$ cat config.mk
export PLATFORM = sky130hd
export DESIGN_NAME = vga_scanout
export DESIGN_NICKNAME = d
export VERILOG_FILES = /design/src/rtl/vga_scanout.sv
export SDC_FILE = /design/constraint.sdc
export NUM_CORES = 1
export LEC_CHECK = 0
export BUFFER_PORTS_ARGS = -buffer_cell sky130_fd_sc_hd__buf_2
export CORE_UTILIZATION = 55
export DETAILED_ROUTE_END_ITERATION = 6
export HOLD_SLACK_MARGIN = 0.08
export PLACE_DENSITY = 0.82
export SLEW_MARGIN = 25
export SYNTH_ARGS = -nofsm -noshare
export SYNTH_HDL_FRONTEND = slang
export SYNTH_SLANG_ARGS = --single-unit
$ cat constraint.sdc
create_clock -name clock -period 11.8 [get_ports clock]
set_input_delay 2.95 -clock clock [delete_from_list [all_inputs] [get_ports clock]]
set_output_delay 2.95 -clock clock [all_outputs]
set_load 0.01 [all_outputs]
$ cat src/rtl/vga_scanout.sv
// vga_scanout: read side of the 3-bit VGA frame buffer.
// Generates 640x480@60 raster timing from the system clock. It fetches a 320x240
// image through the buffer read port, which has a 1-clock read latency. Each stored
// pixel is shown twice horizontally and on two lines vertically.
// Ports:
//   clock, reset_n      system clock (posedge), asynchronous active-low reset
//   enable              1 = scan, 0 = hold at frame origin with outputs blanked
//   rd_en, rd_addr      frame buffer read request, issued on each active pixel tick
//   rd_data             frame buffer word, valid 1 clock after rd_en
//   vga_r/g/b           colour bits (rd_data[2]/[1]/[0] in active video, else 0)
//   hsync_n, vsync_n    active-low sync pulses
//   blank_n             1 during active video
//   frame_start         1-clock pulse with the first active pixel of each frame
module vga_scanout #(
  parameter int unsigned PIX_DIV  = 2,
  parameter int unsigned H_ACTIVE = 640,
  parameter int unsigned H_FP     = 16,
  parameter int unsigned H_SYNC   = 96,
  parameter int unsigned H_BP     = 48,
  parameter int unsigned V_ACTIVE = 480,
  parameter int unsigned V_FP     = 10,
  parameter int unsigned V_SYNC   = 2,
  parameter int unsigned V_BP     = 33,
  parameter int unsigned FB_W     = 320,
  parameter int unsigned ADDR_W   = 17
) (
  input  logic              clock,
  input  logic              reset_n,
  input  logic              enable,
  output logic              rd_en,
  output logic [ADDR_W-1:0] rd_addr,
  input  logic [2:0]        rd_data,
  output logic              vga_r,
  output logic              vga_g,
  output logic              vga_b,
  output logic              hsync_n,
  output logic              vsync_n,
  output logic              blank_n,
  output logic              frame_start
);

  localparam int unsigned H_TOTAL  = H_ACTIVE + H_FP + H_SYNC + H_BP;
  localparam int unsigned V_TOTAL  = V_ACTIVE + V_FP + V_SYNC + V_BP;
  localparam int unsigned HS_START = H_ACTIVE + H_FP;
  localparam int unsigned HS_END   = HS_START + H_SYNC;
  localparam int unsigned VS_START = V_ACTIVE + V_FP;
  localparam int unsigned VS_END   = VS_START + V_SYNC;
  localparam int unsigned DIV_W    = $clog2(PIX_DIV);
  localparam int unsigned H_W      = $clog2(H_TOTAL);
  localparam int unsigned V_W      = $clog2(V_TOTAL);

  // Raster counters and the base address of the current image row
  logic [DIV_W-1:0]  div_q, div_d;
  logic [H_W-1:0]    h_q, h_d;
  logic [V_W-1:0]    v_q, v_d;
  logic [ADDR_W-1:0] row_q, row_d;

  // Read request
  logic              rd_en_q, rd_en_d;
  logic [ADDR_W-1:0] rd_addr_q, rd_addr_d;

  // Position attributes captured on the tick, applied one clock later with the RAM data
  logic              pv_q, pv_d;
  logic              p_blank_q, p_blank_d;
  logic              p_hs_n_q, p_hs_n_d;
  logic              p_vs_n_q, p_vs_n_d;
  logic              p_first_q, p_first_d;

  // Output stage
  logic [2:0]        rgb_q, rgb_d;
  logic              hs_n_q, hs_n_d;
  logic              vs_n_q, vs_n_d;
  logic              blank_q, blank_d;
  logic              fs_q, fs_d;

  logic              tick;
  logic              fetch;

  // Next-state logic for counters, fetch and output stage
  always_comb begin
    tick      = (div_q == DIV_W'(PIX_DIV - 1));
    div_d     = tick ? '0 : div_q + DIV_W'(1);
    h_d       = h_q;
    v_d       = v_q;
    row_d     = row_q;
    pv_d      = tick;
    p_blank_d = p_blank_q;
    p_hs_n_d  = p_hs_n_q;
    p_vs_n_d  = p_vs_n_q;
    p_first_d = p_first_q;
    rgb_d     = rgb_q;
    hs_n_d    = hs_n_q;
    vs_n_d    = vs_n_q;
    blank_d   = blank_q;
    fs_d      = 1'b0;

    if (tick) begin
      if (h_q == H_W'(H_TOTAL - 1)) begin
        h_d = '0;
        if (v_q == V_W'(V_TOTAL - 1)) begin
          v_d   = '0;
          row_d = '0;
        end else begin
          v_d = v_q + V_W'(1);
          // Each image row covers two display lines: step the row base after odd lines
          if (v_q[0] && (v_q < V_W'(V_ACTIVE))) begin
            row_d = row_q + ADDR_W'(FB_W);
          end
        end
      end else begin
        h_d = h_q + H_W'(1);
      end
      p_blank_d = (h_q < H_W'(H_ACTIVE)) && (v_q < V_W'(V_ACTIVE));
      p_hs_n_d  = !((h_q >= H_W'(HS_START)) && (h_q < H_W'(HS_END)));
      p_vs_n_d  = !((v_q >= V_W'(VS_START)) && (v_q < V_W'(VS_END)));
      p_first_d = (h_q == '0) && (v_q == '0);
    end

    // Registered read request: asserted for exactly the tick cycle of an active pixel
    fetch     = (div_d == DIV_W'(PIX_DIV - 1)) &&
                (h_d < H_W'(H_ACTIVE)) && (v_d < V_W'(V_ACTIVE));
    rd_en_d   = fetch;
    rd_addr_d = fetch ? row_d + ADDR_W'(h_d >> 1) : rd_addr_q;

    // Output stage loads one clock after the tick, when rd_data is valid
    if (pv_q) begin
      rgb_d   = p_blank_q ? rd_data : 3'b000;
      hs_n_d  = p_hs_n_q;
      vs_n_d  = p_vs_n_q;
      blank_d = p_blank_q;
      fs_d    = p_first_q;
    end

    // Disabled: park at the frame origin with outputs at their idle values
    if (!enable) begin
      div_d     = '0;
      h_d       = '0;
      v_d       = '0;
      row_d     = '0;
      rd_en_d   = 1'b0;
      rd_addr_d = '0;
      pv_d      = 1'b0;
      p_blank_d = 1'b0;
      p_hs_n_d  = 1'b1;
      p_vs_n_d  = 1'b1;
      p_first_d = 1'b0;
      rgb_d     = 3'b000;
      hs_n_d    = 1'b1;
      vs_n_d    = 1'b1;
      blank_d   = 1'b0;
      fs_d      = 1'b0;
    end
  end

  // State registers
  always_ff @(posedge clock or negedge reset_n) begin
    if (!reset_n) begin
      div_q     <= '0;
      h_q       <= '0;
      v_q       <= '0;
      row_q     <= '0;
      rd_en_q   <= 1'b0;
      rd_addr_q <= '0;
      pv_q      <= 1'b0;
      p_blank_q <= 1'b0;
      p_hs_n_q  <= 1'b1;
      p_vs_n_q  <= 1'b1;
      p_first_q <= 1'b0;
      rgb_q     <= 3'b000;
      hs_n_q    <= 1'b1;
      vs_n_q    <= 1'b1;
      blank_q   <= 1'b0;
      fs_q      <= 1'b0;
    end else begin
      div_q     <= div_d;
      h_q       <= h_d;
      v_q       <= v_d;
      row_q     <= row_d;
      rd_en_q   <= rd_en_d;
      rd_addr_q <= rd_addr_d;
      pv_q      <= pv_d;
      p_blank_q <= p_blank_d;
      p_hs_n_q  <= p_hs_n_d;
      p_vs_n_q  <= p_vs_n_d;
      p_first_q <= p_first_d;
      rgb_q     <= rgb_d;
      hs_n_q    <= hs_n_d;
      vs_n_q    <= vs_n_d;
      blank_q   <= blank_d;
      fs_q      <= fs_d;
    end
  end

  assign rd_en       = rd_en_q;
  assign rd_addr     = rd_addr_q;
  assign vga_r       = rgb_q[2];
  assign vga_g       = rgb_q[1];
  assign vga_b       = rgb_q[0];
  assign hsync_n     = hs_n_q;
  assign vsync_n     = vs_n_q;
  assign blank_n     = blank_q;
  assign frame_start = fs_q;

endmodule
==> out/metrics.cfg <==
[run_status]
status=complete, no violations

[sta]
fin_crit_sh_pct=38.5
grt_setup_unrepaired=no
finalSetupViolCount=0
max_slew_margin_pct=43.5
finClkSkew_ns=0.00573
fin_setup_tns_ns=0
min_period_ns=4.54
drv_slew=0
tightestPinTransition_ns=0.847
hold_viol=0
fmax_ghz=0.220

[detailed_routing]
drtIter0Drc=226
avgViaCountPerCell=6.08
drc=0
wl_per_cell_um=16.0
vias=3348
firstDrtPassIters=6
drt-total-wl_um=8810
ant_nets=0

[yosys]
synth_cell_types=55
synthCells=423
synth.cell_area_um2=3860
synth_edf_count=0
ys_ff_latch=68
synth_warnings=0
ys_seq_area_share_pct=44.2
dominantRegCellSynth=dfrtp_1
postSynth.asyncResetShare_pct=100
synth_fp_nets=444
synth_area_per_cell_um2=9.14

[cts]
numCtsBuffers=9
htreeDepth=3
cts_tree=built
clkSlewWorstSetupHoldPaths_ns=0.07
post_cts_resized=0
postCtsSetupBuffers=0
root_buffer=clkbuf_8
clkLatencyLatePin_ns=0.34
cts_num_sinks=68
postCtsHoldBufs=0
cts_buffer_depth=2

[critical_path]
path_max_fanout=19
path_class=flip-flop to flip-flop
end_kind=flip-flop
slowest_stage=or4b_4
path_buf_inv=0
cp_cell_sequence=or4b_4, nor3_2, nand2_1, and2_1, ha_1, a21oi_1, o211ai_1, o41ai_1, o21ai_0, nand3_1, xor2_1, a211oi_1
startpoint_type=flip-flop
arrival_ns=4.79
crit_family=simple AND/OR/NAND/NOR gates
required_ns=12.05
crit_path_max_incr_delay_ns=0.60

[floorplanning]
rows=30
die_h_um=85.8
pin_count=31
coreArea_um2=6790
die_x_um=85.8
start_util_pct=56.9
die_area_um2=7370

[final_layout]
fillers=549
final_nets=471
final_cell_mix=dfrtp_1, nor2_1, nand2_1
layout-drive-gt1-share_pct=13.0
multiInputGateArea_um2=2040
mostFrequentLayoutCell=dfrtp_1
n_antenna_cell=0
stdcell_area_um2=4280
area_growth_pct=10.8
seqCellArea_um2=1710

[pwr]
power_density_nw_per_um2=106
p_total_uw=453
leakagePower_uw=0.00202
peakVddDrop_uv=84.3

[place]
finalWeightedCongestion=0.990
port_buffers=30
dpl_cell_area_um2=4090
post-dp-hpwl_um=6120

[grt]
grt_overflow=0
grt_pass1_vias=3209
grt_pass1_wl_um=14700
grt_usage_pct=25.6
antenna_found_initial=0
grt_start_max_net_pins=69

[worst_hold_path]
hp-class=flip-flop to flip-flop

[run]
drv_cap=0

routing by layer:
| metal | vias up | track usage (%) | share of wire, % |
|---|---|---|---|
| li1 | 1582 | - | - |
| met1 | 1596 | 32.6 | 44 |
| met2 | 144 | 43.0 | 49 |
| met3 | 26 | 6.26 | 6.2 |
| met4 | 0 | 8.64 | 1.7 |
| met5 | - | 0 | 0 |
worst min-delay path: stages, from the launching register on:
cell and delay (ns):
dfrtp_1 0.34, nand2_1 0.05, o21ai_0 0.06
synth_stat cells, types with 12 or more instances:
master	count	area, µm²
dfrtp_1	64	1600
a21oi_1	16	80.1
xnor2_1	16	140
inv_1	15	56.3
nand3_1	20	100
clkbuf_1	15	56.3
and3_1	15	93.8
ha_1	14	175
and2_1	12	75.1
nor2_1	52	195
nand2_1	35	131
o21ai_0	20	100
nand4_1	12	75.1
through the flow:
| step | setup WS [ns] | cells | hold WS [ns] | utilization [%] |
|---|---|---|---|---|
| after floorplan | 7.54 | 423 | 0.443 | - |
| after global placement | 7.02 | 535 | 0.456 | 60.2 |
| final | 7.26 | 551 | 0.483 | 63.1 |
| after detailed placement | 6.86 | 535 | 0.471 | 60.2 |
| after CTS | 6.85 | 551 | 0.485 | 63.0 |
| after global routing | 6.80 | 551 | 0.524 | 63.1 |
layout make-up:
cell class | instances | share of cell area, %
timing repair buffer | 33 | 4.03
multi-input combinational | 322 | 47.5
clock inverter | 2 | 0.818
sequential | 68 | 39.8
inverter | 16 | 1.40
tap | 96 | 2.80
clock buffer | 14 | 3.56
kinds of logic (layout without fill, tap and decap cells):
| group | count (synthesis) | count (layout) | synth area share [%] |
|---|---|---|---|
| adders and majority gates | 15 | 15 | 5.05 |
| xor gates and xnor gates | 24 | 24 | 5.44 |
| and+or+nand+nor | 193 | 193 | 25.7 |
| muxes | 11 | 11 | 2.85 |
| buffers and inverters | 33 | 65 | 3.27 |
| AOI/OAI and AO/OA | 79 | 79 | 13.5 |
| DFF | 68 | 68 | 44.2 |
final timing paths:
check / depth (start not counted) / slack (ns) / start / end
max: 12 / 7.26 / h_q[6] / rd_addr[11]
min: 2 / 0.48 / p_first_q / p_first_q
max reg2reg: 12 / 7.26 / h_q[6] / rd_addr[11]
min reg2reg: 2 / 0.48 / p_first_q / p_first_q
max in group asynchronous: 2 / 8.44 / reset_n / rd_addr[9]
min in group asynchronous: 2 / 2.79 / reset_n / v_q[7]
state kept, by name (all words and copies together) (netlist names):
name         cells
blank_n          1
div_q            1
rgb_q            3
p_hs_n_q         1
row_q           17
v_q             10
pv_q             1
rd_en            1
p_vs_n_q         1
hsync_n          1
p_first_q        1
p_blank_q        1
frame_start      1
h_q             10
rd_addr         17
vsync_n          1
report_power, final:
part | leakage (µW) | switching (µW) | total, µW | internal (µW)
sequential | 0.000926 | 4.04 | 241 | 237
clock | 0.0000947 | 82.4 | 186 | 103
combinational | 0.000995 | 17.6 | 25.8 | 8.15
total | 0.00202 | 104 | 453 | 349
No activity file was read; power rests on OpenSTA's default activity.
